## src/rtl/ram_sdp_clr.sv

```systemverilog
// Simple-dual-port RAM with read-valid pipeline, optional output register
// and a clear sequencer. Define RAM_SDP_BYPASS_EN for write-first collisions.
module ram_sdp_clr #(
  parameter int                    DATA_WIDTH = 8,
  parameter int                    ADDR_WIDTH = 8,
  parameter int                    OUT_REG    = 0,
  parameter string                 INIT_FILE  = "",
  parameter logic [DATA_WIDTH-1:0] CLR_VALUE  = '0
) (
  input  logic                  clk,
  input  logic                  rst,
  input  logic                  wr_en,
  input  logic [ADDR_WIDTH-1:0] wr_addr,
  input  logic [DATA_WIDTH-1:0] wr_data,
  input  logic                  rd_en,
  input  logic [ADDR_WIDTH-1:0] rd_addr,
  output logic [DATA_WIDTH-1:0] rd_data,
  output logic                  rd_valid,
  input  logic                  clr_start,
  output logic                  busy,
  output logic                  clr_done
);

  localparam int DEPTH = 1 << ADDR_WIDTH;
  localparam logic [ADDR_WIDTH-1:0] LAST = '1;

  typedef enum logic [1:0] {
    S_IDLE,
    S_CLEAR,
    S_DONE
  } state_e;

  logic [DATA_WIDTH-1:0] mem [DEPTH];

  state_e                state_q, state_d;
  logic [ADDR_WIDTH-1:0] ptr_q, ptr_d;
  logic                  busy_q, clr_done_q;

  logic                  idle;
  logic                  mem_we;
  logic [ADDR_WIDTH-1:0] mem_waddr;
  logic [DATA_WIDTH-1:0] mem_wdata;

  logic                  rd_acc;
  logic                  s1_valid_q, s1_valid_d;
  logic [DATA_WIDTH-1:0] s1_data_q, s1_data_d;

  logic                  src_valid;
  logic [DATA_WIDTH-1:0] src_data;

  logic                  rd_valid_q, rd_valid_d;
  logic [DATA_WIDTH-1:0] rd_data_q, rd_data_d;

  assign idle = (state_q == S_IDLE);

  // Clear sequencer next state and sweep pointer
  always_comb begin
    state_d = state_q;
    ptr_d   = ptr_q;
    unique case (state_q)
      S_IDLE: begin
        if (clr_start) begin
          state_d = S_CLEAR;
          ptr_d   = '0;
        end
      end
      S_CLEAR: begin
        ptr_d = ptr_q + 1'b1;
        if (ptr_q == LAST) state_d = S_DONE;
      end
      S_DONE:  state_d = S_IDLE;
      default: state_d = S_IDLE;
    endcase
  end

  // Sequencer state with registered busy / done flags
  always_ff @(posedge clk or posedge rst) begin
    if (rst) begin
      state_q    <= S_IDLE;
      ptr_q      <= '0;
      busy_q     <= 1'b0;
      clr_done_q <= 1'b0;
    end else begin
      state_q    <= state_d;
      ptr_q      <= ptr_d;
      busy_q     <= (state_d == S_CLEAR);
      clr_done_q <= (state_d == S_DONE);
    end
  end

  // Write port mux: the clear sweep owns the port while it runs
  always_comb begin
    mem_we    = 1'b0;
    mem_waddr = wr_addr;
    mem_wdata = wr_data;
    if (state_q == S_CLEAR) begin
      mem_we    = 1'b1;
      mem_waddr = ptr_q;
      mem_wdata = CLR_VALUE;
    end else if (idle && wr_en) begin
      mem_we    = 1'b1;
    end
  end

  // Read stage: old contents on collision unless forwarding is built in
  always_comb begin
    rd_acc     = idle && rd_en;
    s1_valid_d = rd_acc;
    s1_data_d  = s1_data_q;
    if (rd_acc) begin
      s1_data_d = mem[rd_addr];
`ifdef RAM_SDP_BYPASS_EN
      if (wr_en && (wr_addr == rd_addr)) s1_data_d = wr_data;
`endif
    end
  end

  // Storage array and read data capture, no reset on either
  always_ff @(posedge clk) begin
    if (mem_we) mem[mem_waddr] <= mem_wdata;
    s1_data_q <= s1_data_d;
  end

  // Read-valid tag of the first stage
  always_ff @(posedge clk or posedge rst) begin
    if (rst) s1_valid_q <= 1'b0;
    else     s1_valid_q <= s1_valid_d;
  end

  if (OUT_REG != 0) begin : g_oreg
    logic                  s2_valid_q, s2_valid_d;
    logic [DATA_WIDTH-1:0] s2_data_q, s2_data_d;

    // Extra pipeline stage, loads only on a valid result
    always_comb begin
      s2_valid_d = s1_valid_q;
      s2_data_d  = s1_valid_q ? s1_data_q : s2_data_q;
    end

    // Extra stage registers
    always_ff @(posedge clk or posedge rst) begin
      if (rst) begin
        s2_valid_q <= 1'b0;
        s2_data_q  <= '0;
      end else begin
        s2_valid_q <= s2_valid_d;
        s2_data_q  <= s2_data_d;
      end
    end

    assign src_valid = s2_valid_q;
    assign src_data  = s2_data_q;
  end else begin : g_noreg
    assign src_valid = s1_valid_q;
    assign src_data  = s1_data_q;
  end

  // Output register holds its value between valid results
  always_comb begin
    rd_valid_d = src_valid;
    rd_data_d  = src_valid ? src_data : rd_data_q;
  end

  // Output registers
  always_ff @(posedge clk or posedge rst) begin
    if (rst) begin
      rd_valid_q <= 1'b0;
      rd_data_q  <= '0;
    end else begin
      rd_valid_q <= rd_valid_d;
      rd_data_q  <= rd_data_d;
    end
  end

  assign rd_data  = rd_data_q;
  assign rd_valid = rd_valid_q;
  assign busy     = busy_q;
  assign clr_done = clr_done_q;

endmodule

```

## config.mk

```make
export PLATFORM = sky130hd
export DESIGN_NAME = ram_sdp_clr
export DESIGN_NICKNAME = d
export VERILOG_FILES = /design/src/rtl/ram_sdp_clr.sv
export SDC_FILE = /design/constraint.sdc
export NUM_CORES = 2
export LEC_CHECK = 0
export ABC_AREA = 1
export BUFFER_PORTS_ARGS = -buffer_cell sky130_fd_sc_hd__buf_2
export CELL_PAD_IN_SITES_DETAIL_PLACEMENT = 2
export CELL_PAD_IN_SITES_GLOBAL_PLACEMENT = 2
export CORE_UTILIZATION = 44
export DETAILED_ROUTE_END_ITERATION = 8
export PLACE_DENSITY_LB_ADDON = 0.25
export SLEW_MARGIN = 5
export SYNTH_ARGS = -nofsm -noshare
export SYNTH_HDL_FRONTEND = slang
export SYNTH_SLANG_ARGS = --single-unit
export TNS_END_PERCENT = 30
```

## constraint.sdc

```tcl
create_clock -name clk -period 9.9 [get_ports clk]
set_clock_uncertainty 0.2 [all_clocks]
set_input_delay 0 -clock clk [delete_from_list [all_inputs] [get_ports clk]]
set_output_delay 0 -clock clk [all_outputs]
set_load 0.005 [all_outputs]
```

### Yosys cells after proc, flatten, opt, wreduce, memory -nomap -nowiden

Memory sizes are Yosys's and may differ from the RTL's. A register that Yosys moved wholly into a read port is not among the register bits.
Index checks and enable logic that the tools add are counted.

* bits in registers: 22
* latch bits: 0
* memory bits (writable): 2048
* bits in read-only memories: 0
* logic and storage cells: 30
* memories kept: 1

Memories
* mem: words 256, bits a word 8, read ports 1, clocked after Yosys merged registers in 1, write ports 1, RTL line 33 `logic [DATA_WIDTH-1:0] mem [DEPTH];`

* add/sub/neg operators: 1
* $mul: 0
* divide/modulo/power cells: 0
* order comparisons: 0
* eq/ne operators: 5
* shifts and indexed selects: 0
* mux-type cells: 11
* bitwise operators: 0
* reductions and logical operators: 5

Operators with widths (number)
* 2-to-1 mux 8 bit: 3
* one-hot mux 8 bit (2 select lines): 1
* adder 8 x 1 -> 8 bit, second input constant: 1
* == test 8 bit, second input constant: 1
* == test 2 x 1 -> 1 bit, second input constant: 2
* 2-to-1 mux 1 bit: 4
* 2-to-1 mux 2 bit: 2
* one-hot mux 2 bit (2 select lines): 1
* == test 2 bit, second input constant: 1
* logical AND 1 bit: 2
* zero test 2 bit: 1
* != test 2 bit, second input constant: 1
* AND reduction 2 bit: 1
* nonzero test 2 bit: 1

### Logic depth before layout (Yosys ltp)

* depth in word-level cells: 6
* depth in mapped cells: 15

### Least setup slack after synthesis

OpenSTA, ideal clock, no wires.

* kind: flip-flop to flip-flop
* start point: reg state_q[0]
* end point: mem mem[0][0] (data pin)
* library setup time: 1.393 ns
* data arrival time: 6.761 ns
* setup slack: 1.546 ns
* stages on the path, launching flop included: 6
* path buffers: 2
* cells stage by stage: dfrtp_1 > inv_2 > nor2_4 > buf_6 > clkbuf_1 > nor2_1

* word-level cells in the longest chain between the ends: 2

Ends and longest elaborated chain
* from (decl): RTL line 35 `state_e state_q, state_d;`
* from (signal assigned): RTL line 84 `state_q <= state_d;`
* == test 2 x 1 -> 1 bit: RTL line 96 `if (state_q == S_CLEAR) begin`
* 2-to-1 mux 8 bit: RTL line 96
* named net mem_wdata[0]: RTL line 42 `logic [DATA_WIDTH-1:0] mem_wdata;`
* to (decl): RTL line 33

The timed path passes the listed nets, and every way through them passes these cells.

### Worst setup path in the final report

* start point: reg state_q[0]
* end point: mem mem[36][1], enable pin

* word-level cells in the longest chain between the ends: 6
* elaborated cells between the ends (all ways): 8

Ends and longest elaborated chain
* zero test 2 bit: RTL line 54 `assign idle = (state_q == S_IDLE);`
* logical AND 1 bit: RTL line 100 `end else if (idle && wr_en) begin`
* 2-to-1 mux 1 bit: RTL line 100
* 2-to-1 mux 1 bit: RTL line 96
* 2-to-1 mux 1 bit: RTL line 120 `if (mem_we) mem[mem_waddr] <= mem_wdata;`
* 2-to-1 mux 1 bit (implied by the code): RTL line 120

Several ways; a longest one is shown, not always the timed one.

==> reports/results.ini <==
[run_status]
outcome=finished, final reports clean

[synthesis]
synthArstFlopShare_pct=1.06
synth_edf_count=2056
synthesis.nets=7153
synth_warnings=0
yosys.cell_types.count=33
yosysTopAreaCell=edfxtp_1
yosysMostFrequentCell=nand2_1
synth_common_cells=nand2_1, edfxtp_1, nand3_1
synth_ff_type=edfxtp_1
synth_seq_area_share_pct=73.8
syn-mean-instance-area_sq_um=11.9
netlist_instances=7123
synth_top_area_share_pct=73.1
synth_seq_cells=2078
synth_area_leaders=edfxtp_1, nand3_1, nand2_1
synthesis.area_sq_mm=0.0844

[job]
maxCapViolCount=0

[floorplan]
row_count=160
initial_core_util_pct=44.3
io_pins=40
die_area_sq_mm=0.194
core_sq_mm=0.190
die_y_um=440
die_x_um=440

[pwr]
p_sw_share_pct=25.9
internal-power_w=0.0146
vdd_ir_drop_max_mv=0.153
p_total_w=0.0197
pwr-share-comb_pct=9.4
p_leak_nw=32.6
powerDensity_mw_per_mm2=211
p_seq_share_pct=50.2
switching_power_w=0.00510
clkPwrFrac_pct=40.4

[drt]
drcViolationCount=0
dr_total_vias=58900
drt-wirelength-per-cell_um=31.2
drt_iter0_drc=5254
finalWirelength_mm=302
routed_via_density=6.08
drtPass1Iterations=5
ant_nets=0

[critical_path]
start_kind=register
required_ps=10160
reg2reg_depth=12
worstSetupPathType=reg2reg
worstPathArrival_ps=5410
crit_fanout=22
cp-end-kind=register

[clocking]
clk_pin_slew_worst_paths_ps=60
clk-insertion-delay-late_ps=880
cts_tree=done
cts_made_buffers=219
cts_root_buf=clkbuf_16
clockBufferDepth=3
post_cts_buffers=0
h-tree-depth=4
clock-sinks=2078

[global_routing]
grt_pass1_wl_mm=442
grt_antenna_before_repair=12
grt_pass1_vias=64000
grt_max_degree=202
grt_use_total_pct=31.2
grt_overflow_total=0

[finish]
fill_cells=18400
drive_above_1_share_pct=6.78
multiInputGateArea_sq_mm=0.0198
fin_cells=9685
final_util_pct=49.0
regArea_sq_mm=0.0623
synthToLayoutAreaGrowth_pct=10.6
finalNetCount=7028

[timing]
max_slew_margin_pct=13.5
fin_crit_sh_pct=52.1
period_needed_ps=5160
setup_violations=0
tightest_slew_ps=1300
worst_slack_ps=4740
slew_violations=0
max_freq_ghz=0.194
rsz0062_at_grt=no
hold_viol_final=0
fin_tns_setup_ps=0

[placement]
place_hpwl_mm=169
portBuffers=39
globalplace.congestion=0.806
pre_cts_ws_ps=4500
dp.cells=9269

[min_path]
whs_path_depth=4
hold_path.class=in2reg

[cells in the final DEF, fill, tap and decap left out, types with 22 or more instances in the layout]
| master | synthesis | routed |
|---|---|---|
| dfrtp_1 | 22 | 22 |
| clkinv_1 | 0 | 51 |
| nand2_2 | 11 | 26 |
| nand3_1 | 2021 | 2021 |
| clkinv_2 | 0 | 36 |
| buf_4 | 9 | 74 |
| buf_2 | 242 | 34 |
| clkbuf_1 | 164 | 58 |
| clkbuf_16 | 0 | 227 |
| edfxtp_1 | 2056 | 2056 |
| nand2_1 | 2115 | 2100 |
| inv_1 | 55 | 53 |
| nor2_1 | 286 | 278 |
[kinds of logic (layout without fill, tap and decap cells)]
group                      Yosys count  after routing  synth area share [%]
and+or+nand+nor                   4466           4466                  23.1
DFF                               2078           2078                  73.8
buffers and inverters              550            594                  2.87
AOI/OAI and AO/OA                   20             20                 0.159
muxes                                8              8                 0.107
adders and majority gates            1              1                0.0148
other                                0              7                     0
[sequential cells by signal, summed over array words and instances, names as in the netlist]
signal / cells
mem: 2048
ptr_q: 8
rd_data: 8
s1_data_q: 8
state_q: 2
busy: 1
clr_done: 1
rd_valid: 1
rd_valid_d: 1
[power groups by stage]
stage                     Clock, W  Combinational (W)  Sequential [W]
after floorplan                  0           0.000935          0.0101
after global placement           0            0.00171          0.0101
after detailed placement         0            0.00181          0.0101
after CTS                  0.00803            0.00184         0.00989
after global routing       0.00832            0.00193         0.00990
final                      0.00796            0.00186         0.00989
[routing by layer]
layer / share of wire (%) / wire [um] / vias to the layer above / GRT usage [%]
li1: - / - / 25000 / -
met1: 40 / 121000 / 31100 / 40.7
met2: 49 / 149000 / 2245 / 52.0
met3: 6.2 / 18600 / 573 / 4.42
met4: 4.3 / 13100 / 8 / 13.6
met5: 0.017 / 50 / - / 0
[worst paths after layout]
check | start | endpoint | slack, ps
max reg2reg | state_q[0] | mem[36][1] | 4740
min in group asynchronous | rst | ptr_q[6] | 120
min reg2reg | rd_data[0] | rd_data[0] | 310
max in group asynchronous | rst | rd_data[0] | 9080
min | rd_addr[7] | s1_data_q[5] | 80
max | state_q[0] | mem[36][1] | 4740
[cell type report]
cell class                 count  area share (%)
tap                         2511            3.37
timing repair buffer         139            1.21
sequential                  2078            66.7
multi-input combinational   4495            21.2
clock buffer                 285            6.32
inverter                      65           0.299
antenna                        7          0.0188
clock inverter               105           0.844
[per-stage QoR]
stage          hold WS, ps  cell area [sq um]
2_1_floorplan         -211              84400
3_3_place_gp          -101              86500
3_5_place_dp         -91.3              86500
4_1_cts               25.0              93300
5_1_grt               90.7              93300
6_report              81.8              93400
[worst max-delay path, cell delays in order (launching register included)]
cell and delay, ps:
dfrtp_1 420, inv_2 100, nor2_4 650, inv_6 130
nor2_1 130, inv_1 60, o21ai_0 200, inv_1 180
nor2_1 230, inv_1 160, nor2_1 250, nand2_2 760
nor2_1 1240
[repair_timing]
item | CTS | global route
endpoints found under the hold margin | 728 | 0
resized for setup | 0 | 0
hold buffers | 19 | 0
(Power assumes the default switching activity.)
